[src/rtl/fetch_unit_pkg.sv]
// Shared definitions for the instruction fetch unit: MIPS opcode/funct
// constants, the fetch FSM state type and a jr decode helper.
package fetch_unit_pkg;

  localparam logic [5:0] OP_RTYPE = 6'd0;
  localparam logic [5:0] OP_J     = 6'd2;
  localparam logic [5:0] OP_BEQ   = 6'd4;
  localparam logic [5:0] OP_BNE   = 6'd5;
  localparam logic [5:0] OP_ADDI  = 6'd8;
  localparam logic [5:0] OP_ORI   = 6'd13;
  localparam logic [5:0] OP_LW    = 6'd35;
  localparam logic [5:0] OP_SW    = 6'd43;

  localparam logic [5:0] FUNCT_JR = 6'd8;

  typedef logic [1:0] fetch_state_t;

  localparam fetch_state_t ST_START = 2'd0;
  localparam fetch_state_t ST_REQ   = 2'd1;
  localparam fetch_state_t ST_HOLD  = 2'd2;

  function automatic logic is_jr(input logic [31:0] instr);
    return (instr[31:26] == OP_RTYPE) && (instr[5:0] == FUNCT_JR);
  endfunction

endpackage

[src/rtl/fetch_unit_next_pc.sv]
// Combinational next-fetch-address selection for the held instruction:
// jr > jump > taken branch > sequential.
module fetch_unit_next_pc
  import fetch_unit_pkg::*;
(
  input  logic [31:0] instr_i,
  input  logic [31:0] pc_plus4_i,
  input  logic [31:0] rs_data_i,
  input  logic        branch_i,
  input  logic        jump_i,
  input  logic        zero_i,
  output logic [31:0] next_pc_o
);

  logic        taken;
  logic [31:0] branch_target;
  logic [31:0] jump_target;

  // instr[26] distinguishes bne from beq, flipping the sense of zero.
  assign taken         = branch_i & (zero_i ^ instr_i[26]);
  assign branch_target = pc_plus4_i + {{14{instr_i[15]}}, instr_i[15:0], 2'b00};
  assign jump_target   = {pc_plus4_i[31:28], instr_i[25:0], 2'b00};

  always_comb begin
    // NOTE: assigning a default before the priority chain keeps every path
    // driven, so no latch is inferred.
    next_pc_o = pc_plus4_i;
    if (is_jr(instr_i)) begin
      next_pc_o = rs_data_i;
    end else if (jump_i) begin
      next_pc_o = jump_target;
    end else if (taken) begin
      next_pc_o = branch_target;
    end
  end

endmodule

[src/rtl/fetch_unit.sv]
// Instruction fetch unit: START/REQ/HOLD handshake with instruction memory.
// Optional macro FETCH_ALIGN_CHECK_EN enables a sticky misaligned-jr flag.
module fetch_unit
  import fetch_unit_pkg::*;
#(
  parameter logic [31:0] RESET_PC = 32'h0000_0000
) (
  input  logic        clk,
  input  logic        rst,
  output logic        imemReq,
  output logic [31:0] imemAddr,
  input  logic        imemAck,
  input  logic [31:0] imemRdata,
  input  logic        stall,
  input  logic        branch,
  input  logic        jump,
  input  logic        zero,
  input  logic [31:0] rsData,
  output logic [31:0] instr,
  output logic        instrValid,
  output logic [31:0] pc,
  output logic [31:0] pcPlus4,
  output logic        alignErr
);

  fetch_state_t state_q, state_d;
  logic [31:0]  pc_q, pc_d;
  logic [31:0]  instr_q, instr_d;
  logic [31:0]  pc_plus4;
  logic [31:0]  next_pc;
  logic [31:0]  consume_pc;
  logic         consume;

  assign pc_plus4 = pc_q + 32'd4;
  assign consume  = (state_q == ST_HOLD) && !stall;

  fetch_unit_next_pc u_next_pc (
    .instr_i    (instr_q),
    .pc_plus4_i (pc_plus4),
    .rs_data_i  (rsData),
    .branch_i   (branch),
    .jump_i     (jump),
    .zero_i     (zero),
    .next_pc_o  (next_pc)
  );

`ifdef FETCH_ALIGN_CHECK_EN
  logic align_err_q, align_err_d;
  logic jr_misaligned;

  assign jr_misaligned = is_jr(instr_q) && (rsData[1:0] != 2'b00);
  assign consume_pc    = is_jr(instr_q) ? {next_pc[31:2], 2'b00} : next_pc;
  assign align_err_d   = align_err_q | (consume && jr_misaligned);

  always_ff @(posedge clk) begin
    if (rst) begin
      align_err_q <= 1'b0;
    end else begin
      align_err_q <= align_err_d;
    end
  end

  assign alignErr = align_err_q;
`else
  assign consume_pc = next_pc;
  assign alignErr   = 1'b0;
`endif

  always_comb begin
    state_d = state_q;
    pc_d    = pc_q;
    instr_d = instr_q;
    case (state_q)
      ST_START: state_d = ST_REQ;
      ST_REQ: begin
        if (imemAck) begin
          instr_d = imemRdata;
          state_d = ST_HOLD;
        end
      end
      ST_HOLD: begin
        if (consume) begin
          pc_d    = consume_pc;
          state_d = ST_REQ;
        end
      end
      default: state_d = ST_START;
    endcase
  end

  always_ff @(posedge clk) begin
    // NOTE: registers take non-blocking assignments so every flop samples
    // the pre-edge values regardless of statement order.
    if (rst) begin
      state_q <= ST_START;
      pc_q    <= RESET_PC;
      instr_q <= '0;
    end else begin
      state_q <= state_d;
      pc_q    <= pc_d;
      instr_q <= instr_d;
    end
  end

  assign imemReq    = (state_q == ST_REQ);
  assign instrValid = (state_q == ST_HOLD);
  assign imemAddr   = pc_q;
  assign pc         = pc_q;
  assign pcPlus4    = pc_plus4;
  assign instr      = instr_q;

endmodule

[config.mk]
export PLATFORM = sky130hd
export DESIGN_NAME = fetch_unit
export DESIGN_NICKNAME = d
export VERILOG_FILES = /design/src/rtl/fetch_unit_pkg.sv /design/src/rtl/fetch_unit_next_pc.sv /design/src/rtl/fetch_unit.sv
export SDC_FILE = /design/constraint.sdc
export NUM_CORES = 1
export LEC_CHECK = 0
export ABC_AREA = 1
export BUFFER_PORTS_ARGS = -buffer_cell sky130_fd_sc_hd__buf_2
export CAP_MARGIN = 5
export CORE_MARGIN = 10
export CORE_UTILIZATION = 53
export CTS_CLUSTER_DIAMETER = 120
export CTS_CLUSTER_SIZE = 40
export DETAILED_ROUTE_END_ITERATION = 8
export PLACE_DENSITY = 0.94
export REMOVE_ABC_BUFFERS = 1
export SETUP_SLACK_MARGIN = 0.05
export SYNTH_ARGS = -nofsm -noshare
export SYNTH_HDL_FRONTEND = slang
export SYNTH_SLANG_ARGS = --single-unit
[constraint.sdc]
create_clock -name clk -period 3.31 [get_ports clk]
set_clock_uncertainty 0.15 [all_clocks]
set_input_delay 0.662 -clock clk [delete_from_list [all_inputs] [get_ports clk]]
set_output_delay 0.662 -clock clk [all_outputs]
set_load 0.1 [all_outputs]
==> impl_metrics.tcl <==
set metrics [dict create \
    cp.depth 12 \
    timing.setup.tns_ps 0 \
    hold_viol_final 0 \
    critical_path_arrival_ps 2430 \
    synthMuxAreaShare_pct 0 \
    port_buffers 200 \
    finalSetupViolCount 0 \
    synth_xor_area_share_pct 3.059 \
    critical_path_class "flop to output pin" \
    power_density_nw_per_um2 299.8 \
    grt_overflow_total 0 \
    ys_types 40 \
    yosys.area_share.simple_pct 37.22 \
    yosysSeqAreaShare_pct 20.19 \
    h-tree-depth 3 \
    period_needed_ps 3242 \
    crit_top_cell "buf_4" \
    drt_iter0_markers 1069 \
    path_max_fanout 5 \
    crit_path_end_kind "output pin" \
    crit_path_start_kind "flop" \
    clkTransAtPathRegs_ps 60 \
    synth_warnings 0 \
    pin_count 202 \
    slew_viol_final 0 \
    crit_start "imemAddr[3]" \
    status "finished clean" \
    cts_root_buf "clkbuf_16" \
    crit_chain "buf_4 > nand2_1 > nor2_2 > nand2_4 > nor2_4 > buf_4 > buf_4 > nand2_1 > nand2_1 > and2_2 > buf_4 > buf_2" \
    drc 0 \
    tightest_slew_ps 891.5 \
    fin_nets 1475 \
    clockBufferDepth 2 \
    synthAdderAreaFrac_pct 7.188 \
    antenna_found_initial 0 \
    max_slew_margin_pct 40.50 \
    syn-cell-area_sq_um 6545 \
    grt_max_degree 49 \
    holdPathStages 2 \
    synthCells 1138 \
    synth_top_family_by_area "simple AND/OR/NAND/NOR gates" \
    cp.required_ps 2500 \
    rr_startpoint "imemAddr[3]" \
    ys_ff_latch 66 \
    vdd_ir_drop_max_v 0.0002640 \
    dieArea_sq_um 17190 \
    synth_compound_area_share_pct 15.79 \
    grtUsageTotal_pct 30.57 \
    cts_buffers 9 \
    ctsHoldBuffers 0 \
    synth_edf_count 0 \
    wl_per_cell_um 18.63 \
    cpPeakStageDelay_ps 420 \
    gp_congestion 1.047 \
    maxCapViolations 0 \
    core-area_sq_um 12060 \
    synth_flop_cell "dfxtp_1" \
    grt_pass1_wl_um 43210 \
    hp-start "instr[20]" \
    design_power_total_mw 2.627 \
    post-route-period-util_pct 97.94 \
    crit_family "buffers and inverters" \
    worstSkewPairLatency_ps 350 \
    antenna_cells_inserted 0 \
    drive_gt1_share_pct 30.54 \
    routed_wl_um 28690 \
    crit_buf_inv 5 \
    syn2layout_area_growth_pct 33.89 \
    avgSynthCellArea_sq_um 5.751 \
    rsz0062_at_grt "true" \
    row_count 40 \
    cts.sink_count 66 \
    postRouteAntennaNets 0 \
    dp_hpwl_um 22430 \
    vias 8765 \
    fp.dieW_um 131.1 \
    reg2reg_depth 18 \
    via_per_inst 5.692 \
    grt_pass1_vias 8262 \
    die_y_um 131.1 \
    cp_slowest_cell "buf_2" \
    cts_tree "done" \
    total_leakage_power_nw 4.654 \
    dr.pass1.iters 9 \
    max_freq_ghz 0.3085 \
    hold_path.class "flop to flop" \
    initial_core_util_pct 54.26 \
    synthArstFlopShare_pct 0 \
]
[state kept, by name (all words and copies together) (netlist names)]
signal and flops:
imemAddr 32, instr 32, state_q 2
[layout make-up]
class	instances	area [sq um]
tap	168	210.2
timing repair buffer	281	1655
fill	1054	3298
clock inverter	7	76.32
sequential	66	1345
multi-input combinational	824	4557
clock buffer	9	225.2
inverter	185	694.4
[where the power goes]
group	switching [mW]	leakage, nW	internal [mW]
combinational	0.581	3.97	0.178
clock	0.420	0.142	0.589
sequential	0.0341	0.545	0.824
total	1.04	4.65	1.59
[synth_stat cells (2+ instances only)]
library cell    n  share of area, %
nor2_1         74               4.2
nand3b_1        2              0.23
nand2_1       341                20
nor2_2          5              0.48
o211ai_1        4              0.46
nand3_1        98               7.5
buf_4          38               4.4
xor2_1         17               2.3
nand2_2         3              0.29
nor3_1         13              0.99
nor3_2          4              0.61
clkbuf_1       20               1.1
nand4_1        16               1.5
and2_1          4              0.38
ha_1           36               6.9
xnor2_1         4              0.54
o21ai_0        55               4.2
inv_2           3              0.17
or2_2           4              0.38
nand3_2         2              0.31
inv_1         182                10
o21bai_1        6              0.69
nor2_4          2              0.34
o2111ai_1       2              0.27
a31oi_1         3              0.29
a21oi_1       113               8.6
o221ai_1        5              0.67
dfxtp_1        66                20
buf_2           5              0.38
[cell families after synthesis]
group | count (synthesis)
and+or+nand+nor | 571
buffers and inverters | 248
AOI/OAI and AO/OA | 193
DFF | 66
adders and majority gates | 37
xor gates and xnor gates | 22
other | 1
[worst paths after layout]
check	endpoint	slack, ps
worst max register to register	imemAddr[30]	100
worst max-delay path	pcPlus4[27]	70
worst min-delay path	instr[20]	330
worst min register to register	instr[20]	330
[cells in the final DEF, fill, tap and decap left out, types with 8 or more instances in the layout]
cell,synthesis,final
nand2_2,3,19
buf_2,5,198
xor2_2,1,8
ha_1,36,27
nand3_1,98,92
ha_4,0,8
nand3_2,2,8
inv_2,3,10
buf_4,38,79
dfxtp_2,0,13
nor2_1,74,60
dfxtp_1,66,51
o21ai_0,55,51
a21oi_1,113,103
nand4_1,16,16
nand2_1,341,325
inv_1,182,175
nor2_2,5,15
xor2_1,17,10
a21oi_2,1,10
clkbuf_16,0,9
[worst reg2reg max path, delay by kind of cell (launching register included)]
family          cells  cell delay, ps
fa+ha+maj           1             310
xor+xnor            1             220
compound gates      1              60
flops               1             350
buf+inv             2             270
simple gates       13            1700
[stage by stage]
stage,utilization [%],cells,hold slack (ps),cell area (sq um),setup slack (ps)
final,72.66,1540,332.8,8763,68.11
after global routing,72.66,1540,349.1,8763,-38.06
after CTS,68.58,1532,329.7,8272,25.48
after detailed placement,66.00,1515,320.8,7960,5.947
after global placement,66.00,1515,311.5,7960,24.22
after floorplan,-,1075,394.7,6160,-2394
[layer usage]
metal | vias to the layer above | global-route usage [%] | share of wire [%]
li1 | 4062 | - | -
met1 | 3978 | 37.18 | 39
met2 | 609 | 50.98 | 46
met3 | 116 | 6.745 | 11
met4 | 0 | 12.31 | 4.1
met5 | - | 0 | 0
[timing repair]
| action | 4_1_cts | 5_1_grt |
|---|---|---|
| endpoints found under the setup margin | 4 | 27 |
| setup buffers | 1 | 8 |
| pin swaps | 1 | 14 |
| resized for setup | 1 | 114 |
| cloned | 0 | 0 |
(Power assumes the default switching activity.)
